==> src/rtl/decode_pipe.sv <==
// decode_pipe: registered MIPS-I decode stage. It reads the register file,
// forwards operands from EX/MEM, stalls on load-use (or on any RAW hazard
// when forwarding is disabled) and resolves branches and jumps in the stage.
//
//   state   | meaning
//   --------+-----------------------------------------------------------
//   S_RUN   | normal operation, instructions accepted and issued
//   S_STALL | RAW hazard, instruction held in IF, bubbles issued
//   S_FLUSH | taken branch without delay slot, next accepted slot dropped
module decode_pipe #(
  parameter int DELAY_SLOT = 1,
  parameter int FWD_EN     = 1,
  parameter int LINK_REG   = 31
) (
  input  logic        clk,
  input  logic        rst,
  input  logic        if_valid,
  input  logic [31:0] if_inst,
  input  logic [31:0] if_pc,
  output logic        id_ready,
  output logic [4:0]  reg1_addr,
  output logic [4:0]  reg2_addr,
  input  logic [31:0] reg1_data,
  input  logic [31:0] reg2_data,
  input  logic        ex_fwd_wreg,
  input  logic        ex_fwd_load,
  input  logic [4:0]  ex_fwd_addr,
  input  logic [31:0] ex_fwd_data,
  input  logic        mem_fwd_wreg,
  input  logic [4:0]  mem_fwd_addr,
  input  logic [31:0] mem_fwd_data,
  input  logic        ex_ready,
  output logic        ex_valid,
  output logic [3:0]  ex_alu_op,
  output logic [31:0] ex_op_a,
  output logic [31:0] ex_op_b,
  output logic        ex_wreg,
  output logic [4:0]  ex_wraddr,
  output logic        ex_mem_rd,
  output logic        ex_mem_wr,
  output logic        ex_mem_byte,
  output logic [31:0] ex_store_data,
  output logic        ex_illegal,
  output logic        redirect_valid,
  output logic [31:0] redirect_pc
);

  localparam logic [3:0] ALU_ADD   = 4'd0;
  localparam logic [3:0] ALU_SUB   = 4'd1;
  localparam logic [3:0] ALU_AND   = 4'd2;
  localparam logic [3:0] ALU_OR    = 4'd3;
  localparam logic [3:0] ALU_XOR   = 4'd4;
  localparam logic [3:0] ALU_NOR   = 4'd5;
  localparam logic [3:0] ALU_SLT   = 4'd6;
  localparam logic [3:0] ALU_SLTU  = 4'd7;
  localparam logic [3:0] ALU_SLL   = 4'd8;
  localparam logic [3:0] ALU_SRL   = 4'd9;
  localparam logic [3:0] ALU_SRA   = 4'd10;
  localparam logic [3:0] ALU_PASSB = 4'd11;

  localparam logic [4:0] LINK_ADDR = LINK_REG[4:0];

  typedef enum logic [1:0] {S_RUN, S_STALL, S_FLUSH} state_t;
  state_t state;

  logic [5:0]  opcode, funct;
  logic [4:0]  rs, rt, rd, shamt;
  logic [15:0] imm;
  logic [31:0] imm_s, imm_z, pc4, pc8;
  logic [31:0] rs_val, rt_val;

  assign opcode = if_inst[31:26];
  assign rs     = if_inst[25:21];
  assign rt     = if_inst[20:16];
  assign rd     = if_inst[15:11];
  assign shamt  = if_inst[10:6];
  assign funct  = if_inst[5:0];
  assign imm    = if_inst[15:0];
  assign imm_s  = {{16{imm[15]}}, imm};
  assign imm_z  = {16'h0000, imm};
  assign pc4    = if_pc + 32'd4;
  assign pc8    = if_pc + 32'd8;

  assign reg1_addr = rs;
  assign reg2_addr = rt;

  // Operand source: $0 is hard zero, then EX (non-load), MEM, register file.
  function automatic logic [31:0] pick(input logic [4:0] a, input logic [31:0] rf);
    if (a == 5'd0)
      return 32'd0;
    else if (FWD_EN != 0 && ex_fwd_wreg && !ex_fwd_load && ex_fwd_addr == a)
      return ex_fwd_data;
    else if (FWD_EN != 0 && mem_fwd_wreg && mem_fwd_addr == a)
      return mem_fwd_data;
    else
      return rf;
  endfunction

  assign rs_val = pick(rs, reg1_data);
  assign rt_val = pick(rt, reg2_data);

  logic [3:0]  d_alu;
  logic [31:0] d_op_a, d_op_b, br_target;
  logic        d_wreg, d_mem_rd, d_mem_wr, d_mem_byte, d_illegal;
  logic [4:0]  d_wraddr;
  logic        uses_rs, uses_rt, br_taken;

  // Instruction decode, operand substitution and branch resolution.
  always_comb begin
    d_alu      = ALU_ADD;
    d_op_a     = rs_val;
    d_op_b     = rt_val;
    d_wreg     = 1'b0;
    d_wraddr   = rd;
    d_mem_rd   = 1'b0;
    d_mem_wr   = 1'b0;
    d_mem_byte = 1'b0;
    d_illegal  = 1'b0;
    uses_rs    = 1'b0;
    uses_rt    = 1'b0;
    br_taken   = 1'b0;
    br_target  = pc4 + {imm_s[29:0], 2'b00};
    case (opcode)
      6'h00: begin
        d_wreg  = 1'b1;
        uses_rs = 1'b1;
        uses_rt = 1'b1;
        case (funct)
          6'h20, 6'h21: d_alu = ALU_ADD;
          6'h22, 6'h23: d_alu = ALU_SUB;
          6'h24: d_alu = ALU_AND;
          6'h25: d_alu = ALU_OR;
          6'h26: d_alu = ALU_XOR;
          6'h27: d_alu = ALU_NOR;
          6'h2A: d_alu = ALU_SLT;
          6'h2B: d_alu = ALU_SLTU;
          6'h00, 6'h02, 6'h03: begin
            d_alu   = (funct == 6'h00) ? ALU_SLL : (funct == 6'h02) ? ALU_SRL : ALU_SRA;
            d_op_a  = {27'd0, shamt};
            uses_rs = 1'b0;
          end
          6'h04, 6'h06, 6'h07: begin
            d_alu  = (funct == 6'h04) ? ALU_SLL : (funct == 6'h06) ? ALU_SRL : ALU_SRA;
            d_op_a = {27'd0, rs_val[4:0]};
          end
          6'h08: begin
            d_wreg    = 1'b0;
            uses_rt   = 1'b0;
            br_taken  = 1'b1;
            br_target = rs_val;
          end
          default: begin
            d_wreg    = 1'b0;
            uses_rs   = 1'b0;
            uses_rt   = 1'b0;
            d_illegal = 1'b1;
          end
        endcase
      end
      6'h08, 6'h09, 6'h0A, 6'h0B: begin
        d_alu    = (opcode == 6'h0A) ? ALU_SLT : (opcode == 6'h0B) ? ALU_SLTU : ALU_ADD;
        d_op_b   = imm_s;
        d_wreg   = 1'b1;
        d_wraddr = rt;
        uses_rs  = 1'b1;
      end
      6'h0C, 6'h0D, 6'h0E: begin
        d_alu    = (opcode == 6'h0C) ? ALU_AND : (opcode == 6'h0D) ? ALU_OR : ALU_XOR;
        d_op_b   = imm_z;
        d_wreg   = 1'b1;
        d_wraddr = rt;
        uses_rs  = 1'b1;
      end
      6'h0F: begin
        d_alu    = ALU_PASSB;
        d_op_b   = {imm, 16'h0000};
        d_wreg   = 1'b1;
        d_wraddr = rt;
      end
      6'h23, 6'h24: begin
        d_op_b     = imm_s;
        d_wreg     = 1'b1;
        d_wraddr   = rt;
        d_mem_rd   = 1'b1;
        d_mem_byte = (opcode == 6'h24);
        uses_rs    = 1'b1;
      end
      6'h2B: begin
        d_op_b   = imm_s;
        d_mem_wr = 1'b1;
        uses_rs  = 1'b1;
        uses_rt  = 1'b1;
      end
      6'h04, 6'h05: begin
        uses_rs  = 1'b1;
        uses_rt  = 1'b1;
        br_taken = (opcode == 6'h04) ? (rs_val == rt_val) : (rs_val != rt_val);
      end
      6'h06: begin
        uses_rs  = 1'b1;
        br_taken = rs_val[31] | (rs_val == 32'd0);
      end
      6'h02, 6'h03: begin
        br_taken  = 1'b1;
        br_target = {pc4[31:28], if_inst[25:0], 2'b00};
        if (opcode == 6'h03) begin
          d_alu    = ALU_PASSB;
          d_op_b   = (DELAY_SLOT != 0) ? pc8 : pc4;
          d_wreg   = 1'b1;
          d_wraddr = LINK_ADDR;
        end
      end
      default: d_illegal = 1'b1;
    endcase
  end

  logic ex_hit_rs, ex_hit_rt, mem_hit_rs, mem_hit_rt, raw, hazard, accept;

  assign ex_hit_rs  = ex_fwd_wreg  && ex_fwd_addr  != 5'd0 && ex_fwd_addr  == rs;
  assign ex_hit_rt  = ex_fwd_wreg  && ex_fwd_addr  != 5'd0 && ex_fwd_addr  == rt;
  assign mem_hit_rs = mem_fwd_wreg && mem_fwd_addr != 5'd0 && mem_fwd_addr == rs;
  assign mem_hit_rt = mem_fwd_wreg && mem_fwd_addr != 5'd0 && mem_fwd_addr == rt;

  // With forwarding only an EX load blocks; without it any pending producer does.
  assign raw = (FWD_EN != 0)
             ? (ex_fwd_load && ((uses_rs && ex_hit_rs) || (uses_rt && ex_hit_rt)))
             : ((uses_rs && (ex_hit_rs || mem_hit_rs)) || (uses_rt && (ex_hit_rt || mem_hit_rt)));

  // A slot being flushed is discarded anyway, so it never waits on operands.
  assign hazard   = if_valid && (state != S_FLUSH) && raw;
  assign id_ready = ex_ready && !hazard;
  assign accept   = if_valid && id_ready;

  // Issue registers, redirect pulse and the RUN/STALL/FLUSH sequencing.
  always_ff @(posedge clk or posedge rst) begin
    if (rst) begin
      state          <= S_RUN;
      ex_valid       <= 1'b0;
      ex_alu_op      <= 4'd0;
      ex_op_a        <= 32'd0;
      ex_op_b        <= 32'd0;
      ex_wreg        <= 1'b0;
      ex_wraddr      <= 5'd0;
      ex_mem_rd      <= 1'b0;
      ex_mem_wr      <= 1'b0;
      ex_mem_byte    <= 1'b0;
      ex_store_data  <= 32'd0;
      ex_illegal     <= 1'b0;
      redirect_valid <= 1'b0;
      redirect_pc    <= 32'd0;
    end else begin
      redirect_valid <= 1'b0;
      if (ex_ready) begin
        if (accept && state != S_FLUSH) begin
          ex_valid      <= 1'b1;
          ex_alu_op     <= d_alu;
          ex_op_a       <= d_op_a;
          ex_op_b       <= d_op_b;
          ex_wreg       <= d_wreg;
          ex_wraddr     <= d_wraddr;
          ex_mem_rd     <= d_mem_rd;
          ex_mem_wr     <= d_mem_wr;
          ex_mem_byte   <= d_mem_byte;
          ex_store_data <= rt_val;
          ex_illegal    <= d_illegal;
          if (br_taken) begin
            redirect_valid <= 1'b1;
            redirect_pc    <= br_target;
            state          <= (DELAY_SLOT != 0) ? S_RUN : S_FLUSH;
          end else begin
            state <= S_RUN;
          end
        end else begin
          ex_valid      <= 1'b0;
          ex_alu_op     <= 4'd0;
          ex_op_a       <= 32'd0;
          ex_op_b       <= 32'd0;
          ex_wreg       <= 1'b0;
          ex_wraddr     <= 5'd0;
          ex_mem_rd     <= 1'b0;
          ex_mem_wr     <= 1'b0;
          ex_mem_byte   <= 1'b0;
          ex_store_data <= 32'd0;
          ex_illegal    <= 1'b0;
          if (accept)
            state <= S_RUN;
          else if (hazard)
            state <= S_STALL;
          else if (state == S_STALL)
            state <= S_RUN;
        end
      end
    end
  end

endmodule

==> config.mk <==
export PLATFORM = sky130hd
export DESIGN_NAME = decode_pipe
export DESIGN_NICKNAME = d
export VERILOG_FILES = /design/src/rtl/decode_pipe.sv
export SDC_FILE = /design/constraint.sdc
export NUM_CORES = 1
export LEC_CHECK = 0
export BUFFER_PORTS_ARGS = -buffer_cell sky130_fd_sc_hd__buf_2
export CAP_MARGIN = 20
export CORE_AREA = 2 2 147 257
export DETAILED_ROUTE_END_ITERATION = 10
export DIE_AREA = 0 0 149 259
export PLACE_DENSITY = 0.64
export SYNTH_ARGS = -nofsm -noshare
export SYNTH_HDL_FRONTEND = slang
export SYNTH_SLANG_ARGS = --single-unit
==> constraint.sdc <==
create_clock -name clk -period 5.88 [get_ports clk]
set_clock_uncertainty 0.15 [all_clocks]
set_input_delay 1.176 -clock clk [delete_from_list [all_inputs] [get_ports clk]]
set_output_delay 1.176 -clock clk [all_outputs]
set_load 0.1 [all_outputs]
==> results of run 1 <==
flip-flops by register name, summed over array words and instances (netlist names):
name / flops
ex_op_b: 32
redirect_valid: 1
ex_mem_rd: 1
ex_alu_op: 4
ex_wraddr: 5
ex_mem_wr: 1
ex_mem_byte: 1
ex_illegal: 1
redirect_pc: 32
ex_store_data: 32
ex_valid: 1
ex_op_a: 32
ex_wreg: 1
where the power goes:
part | internal (uW) | switching (uW) | leakage (uW) | total (uW)
Combinational | 497 | 1650 | 0.00458 | 2140
Sequential | 1110 | 91.9 | 0.00189 | 1200
Clock | 579 | 513 | 0.000273 | 1090
placed cells by master (no fill, tap or decap), drive strengths merged, types with 21 or more instances in the layout:
cell type and instances:
o2bb2ai 81, nor4 56, nand3 95, mux2 37
xnor2 80, nand2 87, xor2 47, buf 434
dfrtp 144, o21ai 108, a21o 21, nand4 21
a21oi 69, nor3 28, a311oi 26, nor2 81
ha 31, inv 27, a311o 26
synthesized netlist by cell type (14+ instances only):
| master | instances | share of area (%) |
|---|---|---|
| a311o_1 | 26 | 2.1 |
| nand4_1 | 20 | 0.99 |
| nor4_1 | 56 | 2.8 |
| nor2b_1 | 17 | 0.84 |
| nand3_1 | 93 | 3.7 |
| clkbuf_1 | 78 | 2.3 |
| a32o_1 | 14 | 1.1 |
| dfrtp_1 | 144 | 28 |
| mux2i_1 | 15 | 1.2 |
| o221ai_1 | 17 | 1.2 |
| buf_6 | 14 | 1.2 |
| a21oi_1 | 66 | 2.6 |
| o211ai_1 | 17 | 1.0 |
| mux2_4 | 28 | 3.3 |
| a21o_1 | 19 | 1.1 |
| xnor2_1 | 80 | 5.5 |
| a311oi_2 | 21 | 2.5 |
| o2bb2ai_1 | 81 | 5.6 |
| xor2_1 | 47 | 3.3 |
| nor3_1 | 27 | 1.1 |
| nand2b_1 | 14 | 0.69 |
| nor2_1 | 79 | 2.3 |
| nand2_1 | 87 | 2.6 |
| o21ai_0 | 104 | 4.1 |
| inv_1 | 20 | 0.59 |
| a221oi_1 | 15 | 1.0 |
| ha_1 | 31 | 3.1 |
| buf_4 | 18 | 1.1 |
routing by layer:
layer / GRT usage (%) / share of wire [%] / up-vias
met4: 26.7 / 9.3 / 0
li1: - / - / 6191
met2: 54.7 / 48 / 868
met3: 6.87 / 8.1 / 253
met1: 37.2 / 35 / 6929
met5: 0 / 0 / -
per-stage QoR:
stage	cell area, um2	setup WS, ns	instances	total power [uW]	hold slack (ns)
final	15500	0.703	2255	4440	0.333
after global placement	14800	0.326	2215	3320	0.317
after CTS	15400	0.735	2248	4430	0.337
after detailed placement	14800	0.275	2216	3330	0.318
after global routing	15500	0.425	2255	4570	0.351
after floorplan	12700	0.688	1443	2760	0.813
kinds of logic after synthesis:
kind of cell / after synthesis / synth area share, %
AOI/OAI and AO/OA: 479 / 28.7
DFF: 144 / 28.5
and+or+nand+nor: 453 / 18.7
buffers and inverters: 156 / 6.75
xor gates and xnor gates: 127 / 8.79
muxes: 52 / 5.31
adders and majority gates: 32 / 3.22
layout make-up:
type | count | share of cell area [%]
inverter | 21 | 0.542
tap | 475 | 3.84
multi-input combinational | 1143 | 53.1
sequential | 144 | 23.3
clock buffer | 19 | 2.93
antenna | 6 | 0.0971
clock inverter | 13 | 0.793
timing repair buffer | 434 | 15.4
how the worst max path moves through the flow:
stage,slack (ns),endpoint
global placement,0.33,redirect_pc[28]
CTS,0.74,redirect_pc[28]
detailed placement,0.27,redirect_pc[28]
floorplan,0.69,ex_alu_op[0]
global route,0.43,redirect_pc[28]
finish,0.70,redirect_pc[28]
worst max-delay path: cells and delay by family:
family          cells  cell delay [ns]
simple gates        8             1.57
compound gates      5             1.17
fa+ha+maj           2             0.52
mux                 2             0.51
buf+inv             1             0.25
xor+xnor            1             0.17
==> metrics.yaml, run 1 <==
outcome:
  status: "complete, no violations"
logic_synthesis:
  synthFlopType: "dfrtp_1"
  syn_nets: 1684
  yosys.cell_types.count: 80
  synthArstFlopShare_pct: 100
  ys_seq_elements: 144
  syn_inst: 1443
  synth_edf_count: 0
  yosys_warnings: 0
  syn-cell-area_um2: 12700
  syn_area_per_cell_um2: 8.77
  ys_seq_area_share_pct: 28.5
global_route:
  globalRoute.totalOverflow: 0
  grt_max_degree: 104
  grt_pass1_wl_um: 94300
  antenna_found_initial: 6
  gr-usage-all-layers_pct: 33.4
  grt_pass1_vias: 14048
place:
  port_buffers: 363
  dp_hpwl_um: 51500
  place_congestion: 0.991
clock_network:
  htree_levels: 4
  cts-root-buf: "clkbuf_16"
  cts_buffers: 17
  cts_setup_buffers: 0
  cts.sinks: 144
  clock_latency_ns: 0.46
  cts.path.max_buffers: 2
  clk_pin_slew_worst_paths_ns: 0.07
  holdBufCountCts: 0
  cts_tree: "yes"
  ctsResizeCount: 0
timing:
  tns_ns: 0
  relSlewSlack_pct: 23.4
  hold_viol_final: 0
  rsz0062_at_grt: "false"
  max_freq_ghz: 0.193
  drv_slew: 0
  setup_violations: 0
  fin_crit_sh_pct: 88.0
  tightest_slew_ns: 1.15
  min_period_ns: 5.18
hold_path:
  min_to: "ex_op_a[0]"
  hp-start: "ex_op_a[0]"
  holdCritPathClass: "reg2reg"
  hold_depth: 1
cells_and_area:
  layout-drive-gt1-share_pct: 31.2
  seqCellArea_um2: 3600
  multi_input_area_um2: 8210
  n_fill_cell: 3781
  utilization_pct: 42.3
  area_growth_syn_to_layout_pct: 22.2
  nNetsFinal: 2002
critical_path:
  r2r-end: "ex_op_a[27]"
  critPathMaxFanout: 10
  worstReg2RegStart: "ex_op_a[27]"
  reg2reg_slack_ns: 4.79
  crit_chain: "buf_2, ha_1, and3_1, nor2b_1, nand3_1, nor2_1, nand3_1, xnor2_1, ha_1, a21oi_1, nor2b_1, o21ai_0, nand2b_1, a2111oi_0, nand2_1, a31oi_1, mux2i_1, o221ai_1, mux2_2"
  required_ns: 6.08
  rr_worst_depth: 2
  cpPeakStageDelay_ns: 0.42
  worstSetupStartpoint: "if_pc[2]"
  cpMaxStageDelayCell: "nor2_1"
  critPathArrivalTime_ns: 5.38
  end_kind: "flop"
  crit_type: "in2reg"
  worstSetupStartpointType: "input pin"
floorplan:
  initial_core_util_pct: 34.6
  core_area_um2: 36500
  die_h_um: 259
  fp.dieArea_um2: 38600
  ioPinCount: 364
  die_x_um: 149
  rows: 93
drt:
  vias: 14241
  drt-initial-drc-count: 1349
  via_per_inst: 6.32
  ant_nets: 0
  wl_per_cell_um: 29.2
  dr.pass1.iters: 9
  totalWireLength_um: 65800
  drc: 0
power_and_ir_drop:
  peakVddDrop_mv: 0.281
  p_leak_uw: 0.00674
  power_density_nw_per_um2: 287
job:
  max-cap-violations: 0
(Power assumes the default switching activity.)
==> inputs of run 2 (changes only) <==
--- a/config.mk
+++ b/config.mk
@@ -10,7 +10,8 @@
 export CORE_AREA = 2 2 147 257
 export DETAILED_ROUTE_END_ITERATION = 10
 export DIE_AREA = 0 0 149 259
-export PLACE_DENSITY = 0.64
+export PLACE_DENSITY = 0.57
+export RECOVER_POWER = 25
 export SYNTH_ARGS = -nofsm -noshare
 export SYNTH_HDL_FRONTEND = slang
 export SYNTH_SLANG_ARGS = --single-unit
==> metrics.yaml, run 2 (synthesized netlist as in run 1, its figures left out) <==
drt:
  drc: 0  # unchanged
  dr.pass1.iters: 6  # -3
  drt-initial-drc-count: 1393  # +3.3%
  vias: 14180  # -0.43%
  via_per_inst: 6.30  # -0.30%
  totalWireLength_um: 65900  # +0.14%
  wl_per_cell_um: 29.3  # +0.27%
  ant_nets: 0  # unchanged
timing:
  min_period_ns: 5.11  # -0.0714 ns
  tightest_slew_ns: 3.08  # +1.93 ns
  fin_hold_ws_ns: 0.337  # +0.00343 ns
  setup_violations: 0  # unchanged
  hold_viol_final: 0  # unchanged
  relSlewSlack_pct: -107  # -130 points
  drv_slew: 127  # +127
  max_freq_ghz: 0.196  # +1.4%
  rsz0062_at_grt: "false"
  tns_ns: 0  # unchanged
  fin_crit_sh_pct: 86.8  # -1.2 points
hold_path:
  hp-start: "ex_store_data[7]"
  hold_depth: 1  # unchanged
  holdCritPathClass: "reg2reg"
  min_to: "ex_store_data[7]"
floorplan:
  die_h_um: 259  # unchanged
  fp.dieArea_um2: 38600  # unchanged
  ioPinCount: 364  # unchanged
  die_x_um: 149  # unchanged
  initial_core_util_pct: 34.6  # unchanged
  rows: 93  # unchanged
  core_area_um2: 36500  # unchanged
clock_network:
  ctsResizeCount: 0  # unchanged
  holdBufCountCts: 0  # unchanged
  htree_levels: 4  # unchanged
  clk_pin_slew_worst_paths_ns: 0.07  # about the same
  cts_tree: "yes"
  cts_buffers: 17  # unchanged
  cts-root-buf: "clkbuf_16"
  cts_setup_buffers: 0  # unchanged
  clock_latency_ns: 0.45  # about the same
  cts.path.max_buffers: 2  # unchanged
  cts.sinks: 144  # unchanged
cells_and_area:
  utilization_pct: 42.3  # about the same
  antenna-diode-count: 0  # -6
  layout_common_cells: "buf_2, dfrtp_1, o21ai_0, nand3_1, nand2_1"
  layout-drive-gt1-share_pct: 31.3  # +0.12 points
  n_fill_cell: 3732  # -1.3%
  layout_commonest_cell: "buf_2"
  area_growth_syn_to_layout_pct: 22.2  # about the same
  nNetsFinal: 2005  # +0.15%
critical_path:
  critPathArrivalTime_ns: 5.30  # -0.08 ns
  worstReg2RegStart: "ex_op_a[20]"
  end_kind: "flop"
  path_delay_family: "simple AND/OR/NAND/NOR gates"
  cpPeakStageDelay_ns: 0.41  # about the same
  crit_type: "in2reg"
  crit_chain: "buf_2, ha_1, and3_1, nor2b_1, nand3_1, nor2_1, nand2_1, xnor2_1, ha_1, a21oi_1, o211ai_1, a211oi_1, o31ai_1, a21oi_1, xnor2_1, nor3_1, a311o_1, mux2_4"
  rr_worst_depth: 2  # unchanged
  critPathMaxFanout: 10  # unchanged
  cpMaxStageDelayCell: "nor2_1"
  reg2reg_slack_ns: 4.88  # +0.09 ns
  worstSetupStartpointType: "input pin"
  r2r-end: "ex_op_a[20]"
  critPathBufInv: 1  # unchanged
  required_ns: 6.07  # about the same
global_route:
  grt_pass1_wl_um: 93800  # -0.50%
  grt_pass1_vias: 14116  # +0.48%
  grt_max_degree: 68  # -35%
  gr-usage-all-layers_pct: 33.1  # -0.21 points
  globalRoute.totalOverflow: 0  # unchanged
  antenna_found_initial: 0  # -6
power_and_ir_drop:
  pwr-share-comb_pct: 48.0  # -0.3 points
  switching_share_pct: 50.5  # -0.25 points
  internal_power_uw: 2220  # +1.3%
  power.switching_uw: 2260  # +0.27%
  clkPwrFrac_pct: 25.1  # +0.5 points
  power_density_nw_per_um2: 289  # +0.77%
  sequentialPowerShare_pct: 26.9  # -0.2 points
  p_leak_uw: 0.00675  # +0.23%
  peakVddDrop_mv: 0.225  # -20%
place:
  port_buffers: 363  # unchanged
  dp_hpwl_um: 52500  # +2.0%
  place_congestion: 0.997  # +0.65%
outcome:
  violations: "capacitance limit, slew limit"
  status: "finished with violations"
job:
  max-cap-violations: 2  # +2
==> run 2: area by class of cell <==
cell class	count	area, um2	area share, %
clock inverter	14	160	1.04
tap	475	594	3.84
inverter	21	80.1	0.518
sequential	144	3600	23.3
clock buffer	18	429	2.78
timing repair buffer	437	2380	15.4
multi-input combinational	1143	8220	53.1
==> run 2: stage by stage <==
step	std cells	area, um2	power [uW]	setup WS [ns]
global placement	2220	14900	3340	0.466
CTS	2252	15500	4470	0.870
detailed placement	2220	14900	3340	0.422
floorplan	1443	12700	2760	0.688
global route	2252	15500	4610	0.416
finish	2252	15500	4470	0.775
==> run 2: worst reg2reg max path, delay by kind of cell (launching register included) <==
family,cells,cell delay [ns]
AOI/OAI and AO/OA,1,0.20
and+or+nand+nor,1,0.14
DFF,1,0.40
==> run 2: routing by layer <==
metal	up-vias	track usage, %	part of all wire [%]	wire length, um
met4	0	22.6	7.5	4950
met3	204	4.67	6.7	4430
li1	6189	-	-	-
met5	-	0	0	0
met1	6918	37.2	36	23800
met2	869	57.6	50	32800
==> run 2: worst max path at each step <==
stage	from	cells after the start	slack [ns]	to
after floorplan	rst	1	0.69	ex_alu_op[0]
after global placement	if_pc[2]	18	0.47	redirect_pc[31]
after detailed placement	if_pc[2]	18	0.42	redirect_pc[31]
after CTS	if_pc[2]	18	0.87	redirect_pc[31]
after global routing	if_pc[2]	19	0.42	redirect_pc[28]
final	if_pc[2]	18	0.77	redirect_pc[31]
==> run 2: power groups by stage <==
stage	registers [uW]	clock network [uW]	logic (uW)
2_1_floorplan	2090	0	667
3_3_place_gp	1220	0	2120
3_5_place_dp	1220	0	2120
4_1_cts	1200	1140	2130
5_1_grt	1210	1180	2220
6_report	1200	1120	2150
==> inputs of run 3 (changes only) <==
--- a/config.mk
+++ b/config.mk
@@ -7,10 +7,12 @@
 export LEC_CHECK = 0
 export BUFFER_PORTS_ARGS = -buffer_cell sky130_fd_sc_hd__buf_2
 export CAP_MARGIN = 20
+export CELL_PAD_IN_SITES_DETAIL_PLACEMENT = 0
+export CELL_PAD_IN_SITES_GLOBAL_PLACEMENT = 1
 export CORE_AREA = 2 2 147 257
 export DETAILED_ROUTE_END_ITERATION = 10
 export DIE_AREA = 0 0 149 259
-export PLACE_DENSITY = 0.57
+export PLACE_DENSITY = 0.73
 export RECOVER_POWER = 25
 export SYNTH_ARGS = -nofsm -noshare
 export SYNTH_HDL_FRONTEND = slang
==> metrics.yaml, run 3 (synthesized netlist as in run 1, its figures left out) <==
timing:
  max_freq_ghz: 0.196  # about the same
  fin_crit_sh_pct: 86.8  # about the same
  min_period_ns: 5.10  # -0.00235 ns
  worst_slack_ns: 0.777  # +0.00235 ns
  setup_violations: 0  # unchanged
  tns_ns: 0  # unchanged
  tightest_slew_ns: 3.87  # +0.791 ns
  drv_slew: 101  # -20%
  rsz0062_at_grt: "false"
  hold_viol_final: 0  # unchanged
  relSlewSlack_pct: -158  # -52 points
drt:
  via_per_inst: 6.26  # -0.65%
  drt-initial-drc-count: 1349  # -3.2%
  ant_nets: 0  # unchanged
  vias: 14125  # -0.39%
  dr.pass1.iters: 7  # +1
  wl_per_cell_um: 29.3  # about the same
  drc: 0  # unchanged
  totalWireLength_um: 66100  # +0.28%
critical_path:
  critPathArrivalTime_ns: 5.30  # about the same
  cpPeakStageDelay_ns: 0.40  # about the same
  critPathMaxFanout: 10  # unchanged
  cpMaxStageDelayCell: "a211oi_1"
  worstReg2RegStart: "redirect_pc[29]"
  end_kind: "flop"
  required_ns: 6.07  # about the same
  worstSetupStartpointType: "input pin"
  critPathMostFrequentCell: "and3_1"
  worstSetupStartpoint: "if_pc[2]"
  crit_type: "in2reg"
  crit_chain: "buf_2, ha_1, and3_1, nor2b_1, nand3_1, xnor2_1, ha_1, and3_1, and3_1, a22oi_1, o211ai_1, a211oi_1, o31ai_1, a21oi_1, xnor2_1, nor3_1, a311o_1, mux2_4"
floorplan:
  core_area_um2: 36500  # unchanged
  ioPinCount: 364  # unchanged
  die_h_um: 259  # unchanged
  die_x_um: 149  # unchanged
  fp.dieArea_um2: 38600  # unchanged
  rows: 93  # unchanged
  initial_core_util_pct: 34.6  # unchanged
power_and_ir_drop:
  peakVddDrop_mv: 0.267  # +19%
  power_density_nw_per_um2: 287  # -0.83%
  p_leak_uw: 0.00681  # +0.76%
outcome:
  violations: "capacitance limit, slew limit"
  status: "finished with violations"
clock_network:
  cts_setup_buffers: 0  # unchanged
  cts.sinks: 144  # unchanged
  cts.path.max_buffers: 2  # unchanged
  clock_latency_ns: 0.45  # about the same
  cts_buffers: 17  # unchanged
  clk_pin_slew_worst_paths_ns: 0.07  # about the same
  htree_levels: 4  # unchanged
  cts_tree: "yes"
  holdBufCountCts: 0  # unchanged
  cts-root-buf: "clkbuf_16"
  ctsResizeCount: 0  # unchanged
global_route:
  grt_max_degree: 104  # +53%
  gr-usage-all-layers_pct: 33.1  # -0.047 points
  grt_pass1_vias: 13936  # -1.3%
  grt_pass1_wl_um: 93400  # -0.38%
  globalRoute.totalOverflow: 0  # unchanged
  antenna_found_initial: 1  # +1
cells_and_area:
  layout_common_cells: "buf_2, dfrtp_1, o21ai_0, nand3_1, nand2_1"
  area_growth_syn_to_layout_pct: 23.1
  nNetsFinal: 2010  # +0.25%
  layout-drive-gt1-share_pct: 31.5  # +0.19 points
  layout_commonest_cell: "buf_2"
hold_path:
  holdCritPathClass: "reg2reg"
  hp-start: "ex_wreg"
place:
  post-place-ws_ns: 0.399  # -0.0225 ns
  port_buffers: 363  # unchanged
  dp_hpwl_um: 52400  # -0.20%
  place_congestion: 0.981  # -1.6%
job:
  max-cap-violations: 1  # -1
==> run 3: metrics by stage <==
step / hold WS, ns / utilization [%] / instance area (um2) / instances / power, uW
floorplan: 0.813 / - / 12700 / 1443 / 2760
global placement: 0.318 / 40.8 / 14900 / 2223 / 3340
CTS: 0.337 / 42.5 / 15500 / 2255 / 4470
finish: 0.332 / 42.6 / 15600 / 2258 / 4470
detailed placement: 0.318 / 40.8 / 14900 / 2223 / 3340
global route: 0.345 / 42.6 / 15600 / 2258 / 4610
==> run 3: layout make-up <==
class / count / area [um2]
inverter: 21 / 78.8
fill: 3767 / 21000
timing repair buffer: 442 / 2460
clock buffer: 17 / 425
clock inverter: 15 / 186
tap: 475 / 594
sequential: 144 / 3600
multi-input combinational: 1143 / 8210
antenna: 1 / 2.50
==> run 3: path summary, 6_finish.rpt <==
check / endpoint / depth (start not counted) / slack, ns
min in group asynchronous: ex_valid / 2 / 2.00
max in group asynchronous: ex_op_a[13] / 3 / 1.32
setup / recovery: redirect_pc[31] / 18 / 0.78
hold reg to reg: ex_wreg / 1 / 0.33
hold / removal: ex_wreg / 1 / 0.33
setup reg to reg: redirect_pc[29] / 2 / 4.85
==> run 3: worst max-delay path, delay by kind of cell <==
kind | cells | cell delay [ns]
xor gates and xnor gates | 2 | 0.33
AOI/OAI and AO/OA | 6 | 1.46
adders and majority gates | 2 | 0.59
and+or+nand+nor | 6 | 1.23
muxes | 1 | 0.26
buffers and inverters | 1 | 0.23
==> run 3: metal layers <==
metal	up-vias	GRT usage, %	wire (um)
met3	217	4.39	4770
met2	879	56.4	32100
met5	-	0	0
met1	6818	37.6	23700
li1	6211	-	-
met4	0	24.2	5570
==> run 3: power by group <==
part | switching (uW) | internal [uW] | total (uW)
registers | 88.7 | 1110 | 1200
clock network | 539 | 576 | 1110
logic | 1650 | 505 | 2150
